`src/rtl/icache_dm.sv`:
```
// icache_dm: direct-mapped, read-only instruction cache with 4-word (128-bit) lines.
// Hits return the word combinationally; misses stall the core, fetch the line
// through a request/ready handshake and then replay the lookup.
// Optional macro ICACHE_PERF_EN adds the hit_cnt / miss_cnt performance counters.
//
//   state   | meaning
//   --------+----------------------------------------------------------
//   S_IDLE  | serve hits, detect misses and latch the line address
//   S_FETCH | hold mem_read until mem_ready, then install the line
module icache_dm #(
    parameter int NUM_BLOCKS = 8,
    parameter int ADDR_W     = 30
) (
    input  logic              clk,
    input  logic              rst_n,
    input  logic              proc_read,
    input  logic [ADDR_W-1:0] proc_addr,
    output logic [31:0]       proc_rdata,
    output logic              proc_stall,
    output logic              mem_read,
    output logic [ADDR_W-3:0] mem_addr,
    input  logic [127:0]      mem_rdata,
    input  logic              mem_ready
`ifdef ICACHE_PERF_EN
    ,
    output logic [31:0]       hit_cnt,
    output logic [31:0]       miss_cnt
`endif
);
    localparam int IDX_W = $clog2(NUM_BLOCKS);
    localparam int TAG_W = ADDR_W - 2 - IDX_W;

    typedef enum logic {S_IDLE, S_FETCH} state_t;

    state_t             state_r, state_nx;
    logic [NUM_BLOCKS-1:0] valid_r;
    logic [TAG_W-1:0]   tag_r  [NUM_BLOCKS];
    logic [127:0]       data_r [NUM_BLOCKS];
    logic [ADDR_W-3:0]  miss_addr_r;

    logic [IDX_W-1:0]   idx;
    logic [TAG_W-1:0]   addr_tag;
    logic [1:0]         offset;
    logic               hit;
    logic               miss_det;
    logic               fill;
    logic [IDX_W-1:0]   fill_idx;
    logic [TAG_W-1:0]   fill_tag;

    assign idx      = proc_addr[IDX_W+1:2];
    assign addr_tag = proc_addr[ADDR_W-1:IDX_W+2];
    assign offset   = proc_addr[1:0];
    assign hit      = valid_r[idx] && (tag_r[idx] == addr_tag);
    assign fill_idx = miss_addr_r[IDX_W-1:0];
    assign fill_tag = miss_addr_r[ADDR_W-3:IDX_W];

    // Indexed word is driven unconditionally; the core qualifies it with stall.
    assign proc_rdata = data_r[idx][{offset, 5'b00000} +: 32];
    assign mem_addr   = miss_addr_r;

    // State register with synchronous reset; reset aborts an in-flight fetch.
    always_ff @(posedge clk) begin
        if (!rst_n) state_r <= S_IDLE;
        else        state_r <= state_nx;
    end

    // Next-state and handshake/stall decode.
    always_comb begin
        state_nx   = state_r;
        proc_stall = 1'b0;
        mem_read   = 1'b0;
        miss_det   = 1'b0;
        fill       = 1'b0;
        case (state_r)
            S_IDLE: begin
                if (proc_read && !hit) begin
                    proc_stall = 1'b1;
                    miss_det   = 1'b1;
                    state_nx   = S_FETCH;
                end
            end
            S_FETCH: begin
                proc_stall = 1'b1;
                mem_read   = 1'b1;
                if (mem_ready) begin
                    fill     = 1'b1;
                    state_nx = S_IDLE;
                end
            end
            default: state_nx = S_IDLE;
        endcase
    end

    // Miss line address and valid bits; a fill coinciding with reset is dropped.
    always_ff @(posedge clk) begin
        if (!rst_n) begin
            miss_addr_r <= '0;
            valid_r     <= '0;
        end else begin
            if (miss_det) miss_addr_r <= proc_addr[ADDR_W-1:2];
            if (fill)     valid_r[fill_idx] <= 1'b1;
        end
    end

    // Tag and data arrays carry no reset; valid qualifies them.
    always_ff @(posedge clk) begin
        if (rst_n && fill) begin
            tag_r[fill_idx]  <= fill_tag;
            data_r[fill_idx] <= mem_rdata;
        end
    end

`ifdef ICACHE_PERF_EN
    // Free-running hit/miss counters, wrapping modulo 2^32.
    always_ff @(posedge clk) begin
        if (!rst_n) begin
            hit_cnt  <= '0;
            miss_cnt <= '0;
        end else begin
            if (state_r == S_IDLE && proc_read && hit) hit_cnt <= hit_cnt + 32'd1;
            if (miss_det) miss_cnt <= miss_cnt + 32'd1;
        end
    end
`endif

endmodule

```
`config.mk`:
```
export PLATFORM = sky130hd
export DESIGN_NAME = icache_dm
export DESIGN_NICKNAME = d
export VERILOG_FILES = /design/src/rtl/icache_dm.sv
export SDC_FILE = /design/constraint.sdc
export NUM_CORES = 1
export LEC_CHECK = 0
export ABC_CLOCK_PERIOD_IN_PS = 36400
export BUFFER_PORTS_ARGS = -buffer_cell sky130_fd_sc_hd__buf_4
export CAP_MARGIN = 25
export CORE_MARGIN = 2
export CORE_UTILIZATION = 45
export CTS_CLUSTER_DIAMETER = 40
export DETAILED_ROUTE_END_ITERATION = 8
export GPL_ROUTABILITY_DRIVEN = 0
export GPL_TIMING_DRIVEN = 1
export PLACE_DENSITY = 0.65
export SYNTH_ARGS = -nofsm -noshare
export SYNTH_HDL_FRONTEND = slang
export SYNTH_SLANG_ARGS = --single-unit
```
`constraint.sdc`:
```
create_clock -name clk -period 36.4 [get_ports clk]
set_clock_uncertainty 0.2 [all_clocks]
set_input_delay 10.92 -clock clk [delete_from_list [all_inputs] [get_ports clk]]
set_output_delay 10.92 -clock clk [all_outputs]
set_load 0.01 [all_outputs]
```
==> impl_metrics.yaml <==
run_status:
  run_status: "complete, no violations"
final_layout:
  most_used_cells_in_the_layout_excluding_fill_and_tap_cells: "sky130_fd_sc_hd__edfxtp_1, sky130_fd_sc_hd__mux4_2, sky130_fd_sc_hd__buf_4"
  num-nets-final: 2485
  areaGrowthSynthToFinish_pct: 17.5
  share_of_final_layout_standard_cells_stronger_than_drive_strength_1_pct: 36.5
  finalCoreUtilization_pct: 53.5
  multiInputGateArea_mm2: 0.0102
  most_common_cell_after_layout_fill_and_taps_aside: "sky130_fd_sc_hd__edfxtp_1"
  fillers: 7963
  seq_area_mm2: 0.0375
floorplan:
  boundaryPins: 224
  die_height_um: 331
  standard_cell_rows: 119
  floorplan.initialDensity_pct: 45.5
  die_footprint_mm2: 0.110
  dieWidth_um: 331
  core_region_area_mm2: 0.106
place:
  dp.final_hpwl_um: 56400
  buffer_ports.inserted: 223
sta:
  tns_ps: 0
  fmax_mhz: 38.4
  tightest_slew_ps: 1030
  setup_violations: 0
  timing.max_slew.rel_slack_pct: 31.0
  max_slew_vio_count: 0
  final.period_utilization_pct: 71.5
  min_period_ps: 26040
  rsz_0062_raised_after_global_routing: "false"
  timing_hold_violations_final: 0
cts:
  cts-root-buf: "sky130_fd_sc_hd__clkbuf_16"
  cts-resized-gates: 0
  cts_num_sinks: 1261
  clockBufferDepth: 3
  clkSlewWorstSetupHoldPaths_ps: 60
  cts_buffers: 154
  cts_tree: "done"
  clk-insertion-delay-late_ps: 740
  ctsHtreeMaxLevel: 4
  postCtsSetupBuffers: 0
  cts_hold_repair.buffers: 0
power:
  clkPwrFrac_pct: 45.8
  pwr_per_cell_area_mw_per_mm2: 57.5
  sequentialPowerShare_pct: 49.5
  p_total_mw: 3.25
  intPower_mw: 2.58
  switching_share_pct: 20.8
  max-vdd-ir-drop_mv: 0.0426
  psw_mw: 0.676
  total_leakage_power_nw: 18.5
  combPwrFrac_pct: 4.7
yosys:
  synth_cell_type_count: 40
  seq_area_frac_synth_pct: 77.9
  synth_warnings: 0
  synthesis.instances: 2013
  post_synth.cell_area_avg_um2: 23.9
  top_cells_by_area_synth: "sky130_fd_sc_hd__edfxtp_1, sky130_fd_sc_hd__mux4_2, sky130_fd_sc_hd__mux2i_1"
  syn-cell-area_mm2: 0.0481
  synthesis_stage_register_bit_count: 1261
  synth_async_sr_flop_share_pct: 0
  synth_edf_count: 1224
  synth_flop_cell: "sky130_fd_sc_hd__edfxtp_1"
  synth_top_cell_by_area: "sky130_fd_sc_hd__edfxtp_1"
  synth_nets: 2175
  yosysTopAreaCellShare_pct: 76.4
global_route:
  antenna_found_initial: 20
  gr_overflow_total: 0
  largest_net_degree_at_the_start_of_global_routing: 113
  wire_length_of_the_first_global_routing_pass_um: 155000
  track_usage_pct: 19.5
  grt_pass1_vias: 23400
detailed_routing:
  maxUsedRoutingLayer: "met5"
  met1Wirelength_um: 42300
  drt-initial-drc-count: 2024
  post_drt_wl_per_cell_um: 27.4
  final_routed_wirelength_um: 105000
  drt-vias-per-instance: 5.68
  first_pass_iters: 5
  drt.antenna.violating_nets: 0
  drc_errors: 0
  dr_total_vias: 21800
  dr_wl_met2_um: 52900
  detailroute.wirelength.met3_um: 7140
worst_setup_path:
  crit_path_max_fanout: 90
  critical_path.reg2reg.startpoint: "state_r"
  critical_path_required_ps: 25280
  timing_worst_setup_path_type: "in2out"
  setup.worst_path.start_class: "input port"
  critPathLaunch: "proc_addr[3]"
  timing.critical_path.to_type: "output port"
  cp.arrival_ps: 14920
hold_path:
  timing.hold.worst.class: "reg2reg"
  worstHoldStart: "valid_r[4]"
flow_run:
  max_capacitance_violation_count: 0
power by group through the flow:
stage / combinational [mW] / sequential [mW] / clock [mW]
finish: 0.153 / 1.61 / 1.49
global route: 0.164 / 1.61 / 1.58
CTS: 0.155 / 1.61 / 1.52
detailed placement: 0.154 / 1.64 / 0
global placement: 0.151 / 1.64 / 0
floorplan: 0.0869 / 1.64 / 0
worst paths after layout:
| check | depth (start not counted) | endpoint | slack (ps) |
|---|---|---|---|
| worst max register to register | 5 | data_r[4][43] | 31700 |
| worst min-delay path | 1 | valid_r[4] | 250 |
| worst max-delay path | 7 | proc_rdata[14] | 10360 |
| worst min register to register | 1 | valid_r[4] | 250 |
worst max-delay path: stages:
cell	delay, ps
sky130_fd_sc_hd__buf_8	580
sky130_fd_sc_hd__buf_4	890
sky130_fd_sc_hd__buf_4	900
sky130_fd_sc_hd__mux4_2	430
sky130_fd_sc_hd__mux4_2	530
sky130_fd_sc_hd__mux2_2	320
sky130_fd_sc_hd__buf_4	150
layout make-up:
class | instances | area share (%)
sequential | 1261 | 66.3
multi-input combinational | 647 | 18.0
clock buffer | 174 | 7.10
timing repair buffer | 259 | 3.69
tap | 1391 | 3.08
clock inverter | 97 | 1.84
antenna | 4 | 0.0177
stage by stage:
step / hold WS (ps) / area [µm²] / instances / worst slack, ps
finish: 253 / 56600 / 3833 / 10360
detailed placement: 242 / 51400 / 3554 / 10310
global placement: 227 / 51400 / 3554 / 10360
CTS: 256 / 56400 / 3825 / 10300
global route: 270 / 56500 / 3830 / 10230
floorplan: 221 / 48100 / 2013 / 12110
sequential cells by signal (all words and copies together) (netlist names):
register,count
mem_addr,28
tag_r,200
state_r,1
valid_r,8
data_r,1024
routing by layer:
layer  vias to the layer above  GRT usage (%)
met3                       177           5.17
met4                        24           5.56
met5                         -              0
met1                     11600           25.3
met2                       660           32.5
li1                       9278              -
Yosys cell counts, types with 8 or more instances:
library cell,n
sky130_fd_sc_hd__mux4_2,344
sky130_fd_sc_hd__mux2i_1,89
sky130_fd_sc_hd__xor2_1,13
sky130_fd_sc_hd__edfxtp_1,1224
sky130_fd_sc_hd__dfxtp_1,37
sky130_fd_sc_hd__a22o_1,13
sky130_fd_sc_hd__nor2_1,8
sky130_fd_sc_hd__nand2_1,60
sky130_fd_sc_hd__mux2_2,35
sky130_fd_sc_hd__buf_1,9
sky130_fd_sc_hd__a22oi_1,8
sky130_fd_sc_hd__buf_6,11
sky130_fd_sc_hd__clkbuf_1,42
sky130_fd_sc_hd__buf_2,38
sky130_fd_sc_hd__a21o_1,9
cells by family after synthesis:
logic type	after synthesis	synth area share, %
simple gates	109	1.08
flops	1261	77.9
xor+xnor	13	0.237
compound gates	53	0.798
buf+inv	105	1.13
mux	472	18.9
No activity file was read; power rests on OpenSTA's default activity.
